`config.mk`:
```
export PLATFORM = sky130hd
export DESIGN_NAME = if_icache_stage
export DESIGN_NICKNAME = d
export VERILOG_FILES = /design/src/rtl/if_icache_stage.sv
export SDC_FILE = /design/constraint.sdc
export NUM_CORES = 2
export LEC_CHECK = 0
export CORE_MARGIN = 2
export CORE_UTILIZATION = 30
export CTS_BUF_LIST = sky130_fd_sc_hd__clkbuf_4 sky130_fd_sc_hd__clkbuf_8
export DETAILED_ROUTE_END_ITERATION = 8
export PLACE_DENSITY = 0.44
export RECOVER_POWER = 25
export SETUP_SLACK_MARGIN = 0.4
export SKIP_LAST_GASP = 1
export SYNTH_ARGS = -nofsm -noshare
export SYNTH_HDL_FRONTEND = slang
export SYNTH_SLANG_ARGS = --single-unit
```
`constraint.sdc`:
```
create_clock -name clk_in -period 8.8 [get_ports clk_in]
set_input_delay 0.88 -clock clk_in [delete_from_list [all_inputs] [get_ports clk_in]]
set_output_delay 0.88 -clock clk_in [all_outputs]
set_load 0.02 [all_outputs]
```
`src/rtl/if_icache_stage.sv`:
```
// Instruction-fetch stage backed by a direct-mapped, one-word-per-line instruction cache.
// Misses issue a single-word read to the memory controller and stall until it returns.
module if_icache_stage #(
  parameter int unsigned      INDEX_W  = 6,
  parameter int unsigned      ADDR_W   = 32,
  parameter logic [ADDR_W-1:0] RESET_PC = '0
) (
  input  logic              clk_in,
  input  logic              rst_in,
  input  logic              stall_in,
  input  logic              jump_in,
  input  logic [ADDR_W-1:0] jumpAddr_in,
  input  logic              memInstE_in,
  input  logic [31:0]       memInst_in,
  output logic              memReq_out,
  output logic [ADDR_W-1:0] memAddr_out,
  output logic [ADDR_W-1:0] pc_out,
  output logic [31:0]       inst_out,
  output logic              instValid_out
);

  localparam int unsigned Lines = 1 << INDEX_W;
  localparam int unsigned TagW  = ADDR_W - INDEX_W - 2;

  localparam logic [0:0] StRun  = 1'b0;
  localparam logic [0:0] StMiss = 1'b1;

  logic [0:0]        state_q, state_d;
  logic [ADDR_W-1:0] pc_q, pc_d;
  logic [ADDR_W-1:0] mem_addr_q, mem_addr_d;
  logic [ADDR_W-1:0] pc_out_q, pc_out_d;
  logic [31:0]       inst_out_q, inst_out_d;
  logic              valid_out_q, valid_out_d;

  logic [Lines-1:0]  line_valid_q;
  logic [TagW-1:0]   tag_q  [Lines];
  logic [31:0]       data_q [Lines];

  logic [INDEX_W-1:0] idx, fill_idx;
  logic [TagW-1:0]    tag, fill_tag;
  logic               hit, fill_we;

  assign idx      = pc_q[INDEX_W+1:2];
  assign tag      = pc_q[ADDR_W-1:INDEX_W+2];
  assign hit      = line_valid_q[idx] && (tag_q[idx] == tag);
  assign fill_idx = mem_addr_q[INDEX_W+1:2];
  assign fill_tag = mem_addr_q[ADDR_W-1:INDEX_W+2];
  assign fill_we  = (state_q == StMiss) && memInstE_in;

  always_comb begin
    state_d     = state_q;
    pc_d        = pc_q;
    mem_addr_d  = mem_addr_q;
    pc_out_d    = pc_out_q;
    inst_out_d  = inst_out_q;
    valid_out_d = valid_out_q;
    if (state_q == StMiss) begin
      // A redirect never cancels the outstanding fill; it only retargets the PC.
      if (memInstE_in) state_d = StRun;
      if (jump_in) begin
        pc_d        = jumpAddr_in;
        valid_out_d = 1'b0;
      end
    end else if (jump_in) begin
      pc_d        = jumpAddr_in;
      valid_out_d = 1'b0;
    end else if (!stall_in) begin
      if (hit) begin
        pc_out_d    = pc_q;
        inst_out_d  = data_q[idx];
        valid_out_d = 1'b1;
        pc_d        = pc_q + ADDR_W'(4);
      end else begin
        state_d     = StMiss;
        mem_addr_d  = {pc_q[ADDR_W-1:2], 2'b00};
        valid_out_d = 1'b0;
      end
    end
  end

  always_ff @(posedge clk_in or posedge rst_in) begin
    if (rst_in) begin
      state_q      <= StRun;
      pc_q         <= RESET_PC;
      mem_addr_q   <= '0;
      pc_out_q     <= '0;
      inst_out_q   <= '0;
      valid_out_q  <= 1'b0;
      line_valid_q <= '0;
    end else begin
      state_q     <= state_d;
      pc_q        <= pc_d;
      mem_addr_q  <= mem_addr_d;
      pc_out_q    <= pc_out_d;
      inst_out_q  <= inst_out_d;
      valid_out_q <= valid_out_d;
      if (fill_we) line_valid_q[fill_idx] <= 1'b1;
    end
  end

  // Tag/data storage needs no reset: the valid bits gate every use.
  always_ff @(posedge clk_in) begin
    if (fill_we) begin
      tag_q[fill_idx]  <= fill_tag;
      data_q[fill_idx] <= memInst_in;
    end
  end

  assign memReq_out    = (state_q == StMiss) && !memInstE_in;
  assign memAddr_out   = mem_addr_q;
  assign pc_out        = pc_out_q;
  assign inst_out      = inst_out_q;
  assign instValid_out = valid_out_q;

endmodule

```
==> metrics.md <==
| Metric | Value |
|---|---|
| Status | `complete, but fails checks` |
| Violated checks | `capacitance limit, slew limit` |
| Post-Syn Area | `0.145 mm²` |
| Root Driver | `clkbuf_8` |
| Initial core utilization | `0.301` |
| Worst-Skew Late Latency | `between 1000 and 1500 ps` |
| Switching share of power | `0.254` |
| Post-synthesis sequential area ratio | `0.773` |
| Setup violators final | `0` |
| Simple-Gate Fraction of Synth Area | `0.0198` |
| Net Sw Power | `10.3 mW` |
| R2R setup slack | `2110 ps` |
| Footprint of the multi-input gates | `0.0316 mm²` |
| Setup TNS | `0 ps` |
| Worst Clk Skew | `78.1 ps` |
| First-pass GRT wire length | `681000 µm` |
| Number of fillers in the final layout | `around 45000` |
| Routed WL | `508000 µm` |
| CP Data Required Time | `between 9000 and 10000 ps` |
| Part of the power in registers | `0.512` |
| F_max | `150 MHz` |
| Reg area | `0.112 mm²` |
| Final hold violations | `0` |
| Non-filler cells, final | `14100` |
| Seq cells post-synth | `3776` |
| Mux cell area share after synthesis | `0.174` |
| Critical Setup Path Class | `reg -> reg` |
| Largest family of logic cells by synthesized area | `multiplexers` |
| Internal Power | `30.2 mW` |
| MaxCap Viol Count | `33` |
| Hold endpoint | `pc_q[0]` |
| RSZ-0062 raised after global routing | `false` |
| Worst R2R Start | `pc_q[3]` |
| Reg clk slew, reported paths | `about 60 ps` |
| Dpl cells | `between 10000 and 15000` |
| Nets | `7205` |
| Die W | `700 µm` |
| Max-slew violation count | `roughly 2200` |
| Die H | `700 µm` |
| Top cells by count, synth | `edfxtp_1 (3584), mux4_2 (963), mux2i_1 (214)` |
| Htree depth | `6` |
| Pwr dens | `around 240 mW/mm²` |
| Adder-cell share of the synthesized area | `0.0000861` |
| Critical path arrival | `7790 ps` |
| Fin crit period | `6690 ps` |
| Drt pass-1 iters | `5` |
| Layout area overhead | `15.8%` |
| Std cell rows | `255` |
| Final period utilization | `0.760` |
| Worst Hold Depth | `2` |
| Async SR Flop Fraction | `0.0508` |
| Compound-gate portion of the synthesized area | `0.0184` |
| CTS tree | `built` |
| XOR/XNOR share of the synthesized area | `0.00193` |
| Gpl congestion | `0.834` |
| GR Util All Layers | `0.203` |
| Average wire per standard cell | `~36 µm` |
| Initial antenna violation count | `57` |
| # clock sinks | `around 3800` |
| Crit Path Max Fanout | `37` |
| Worst r2r dst | `memAddr_out[18]` |
| Post-Synthesis Cells | `6437` |
| Largest net degree at the start of global routing | `between 100 and 150` |
| Yosys warnings | `0` |
| Share of layout cells above drive strength 1 | `0.329` |
| Clock network power share | `0.385` |
| Count leader, synth | `edfxtp_1` |
| Leakage | `roughly 53 nW` |
| Synth unique cells | `87` |
| Placed inst area | `0.156 mm²` |
| Combinational share of power | `0.103` |
| Hold Crit Start | `jumpAddr_in[0]` |
| Post-route DRC | `0` |
| Actual slew at the worst max-slew pin | `5390 ps` |
| Ys flop type | `edfxtp_1` |
| Startpoint Class | `register` |
| DRT iter0 DRCs | `between 8000 and 9000` |
| Largest area contributor in the netlist | `edfxtp_1` |
| Port Buffers | `~160` |
| CTS Buf Count | `between 600 and 700` |
| Area contributors post-synth | `edfxtp_1 (74%), mux4_2 (15%), dfrtp_1 (3.3%), mux2i_1 (1.5%), mux2_2 (0.86%)` |
| Core area | `0.482 mm²` |
| Rel. slew slack | `-2.59` |
| Vias per cell | `approximately 5.3` |
| Post-CTS Resized | `0` |
| Power Total | `40.5 mW` |
| Syn_area_per_cell | `22.6 µm²` |
| Cells on worst reg2reg path | `12` |
| Worst ir drop on vdd | `0.161 mV` |
| HP Class | `in -> reg` |
| Capturing element type of the critical path | `register` |
| Die area | `0.490 mm²` |
| Fin area | `0.168 mm²` |
| Via count | `74000` |
| Post-route ant nets | `0` |
| Grt total ovfl | `0` |
| Clock Tree Buf Depth | `4` |
| Synth top area share | `0.740` |
| Vias in the first global route | `76400` |
| Post-detail-place hpwl | `281000 µm` |
| EDFF count, synth | `3584` |
| I/O pin count | `~170` |
==> per-layer routing <==
metal | wire length [µm] | vias up | GRT usage
met5 | 35 | - | 0
met4 | 13200 | 6 | 0.0508
met3 | 35500 | 695 | 0.0374
met2 | 247000 | 3158 | 0.337
met1 | 213000 | 41400 | 0.276
li1 | - | 28700 | -
==> worst max-delay path: stages, from the launching register on <==
cell and delay, ps:
dfrtp_4 900, buf_4 480, buf_4 600, mux4_2 580, mux2i_1 290, o21ai_0 180
a32oi_1 440, xnor2_1 180, or4b_1 650, nor4b_4 450, nand2_1 180, nand2_2 1080
mux2_2 440
==> stage by stage <==
stage,hold slack [ps],util,worst slack [ps]
after floorplan,434,-,2690
after global placement,445,0.323,2250
after detailed placement,449,0.323,2230
after CTS,93.0,0.349,2160
after global routing,152,0.349,2000
final,235,0.349,2110
==> state kept, by name (all words and copies together) (netlist names) <==
signal / flops
data_q: 2048
instValid_out: 1
inst_out: 32
line_valid_q: 64
memAddr_out: 30
pc_out: 32
pc_q: 32
state_q: 1
tag_q: 1536
==> worst max-delay path by stage <==
stage          startpoint               to  slack [ps]  depth (start not counted)
6_report          pc_q[3]  memAddr_out[18]        2110                         12
5_1_grt           pc_q[3]  memAddr_out[18]        2000                         12
4_1_cts           pc_q[3]  memAddr_out[18]        2160                         12
3_5_place_dp      pc_q[3]  memAddr_out[18]        2230                         12
3_3_place_gp      pc_q[3]   memAddr_out[6]        2250                         12
2_1_floorplan      rst_in    instValid_out        2690                          1
==> cells by family after synthesis <==
logic type	after synthesis
and+or+nand+nor	590
muxes	1301
AOI/OAI and AO/OA	364
buffers and inverters	372
DFF	3776
adders and majority gates	1
xor gates and xnor gates	32
other	1
==> layout by cell type (no fill, tap or decap), drive strengths merged, types with 9 or more instances in the layout <==
cell | netlist | final
mux2 | 123 | 123
o21ai | 37 | 37
nor3 | 23 | 23
xor2 | 13 | 13
mux2i | 214 | 214
diode | 0 | 13
a211oi | 15 | 15
or3 | 10 | 10
nand2 | 197 | 197
and3 | 32 | 32
a31oi | 42 | 42
nand3 | 54 | 54
o22ai | 21 | 21
clkinv | 1 | 185
nand4 | 13 | 13
a22oi | 76 | 76
inv | 12 | 27
o21a | 9 | 9
mux4 | 964 | 964
dfrtp | 192 | 192
and2 | 10 | 10
a22o | 13 | 13
clkdlybuf4s50 | 0 | 130
o221ai | 23 | 23
nand2b | 9 | 9
nor2 | 121 | 121
xnor2 | 19 | 19
clkbuf | 130 | 940
edfxtp | 3584 | 3584
a221oi | 21 | 21
or2 | 68 | 68
clkinvlp | 0 | 19
nor2b | 21 | 21
buf | 229 | 249
a21oi | 35 | 35
==> repair_timing <==
action	4_1_cts	5_1_grt
hold buffers	1	0
setup buffers	0	0
hold endpoints to repair	2	0
==> power by group through the flow <==
stage          combinational (mW)  sequential, mW  clock, mW
6_report                     4.19            20.7       15.6
5_1_grt                      4.39            20.8       16.7
4_1_cts                      4.23            20.7       16.0
3_5_place_dp                 4.22            21.1          0
3_3_place_gp                 4.17            21.1          0
2_1_floorplan                2.05            21.2          0
==> area by class of cell <==
cell class	instances	share of cell area
Timing Repair Buffer	414	0.0222
Sequential cell	3776	0.668
Clock inverter	225	0.00785
Tap cell	6425	0.0477
Multi-Input combinational cell	2290	0.188
Antenna cell	13	0.000193
Clock buffer	908	0.0660
Inverter	13	0.000386
No activity file was read; power rests on OpenSTA's default activity.
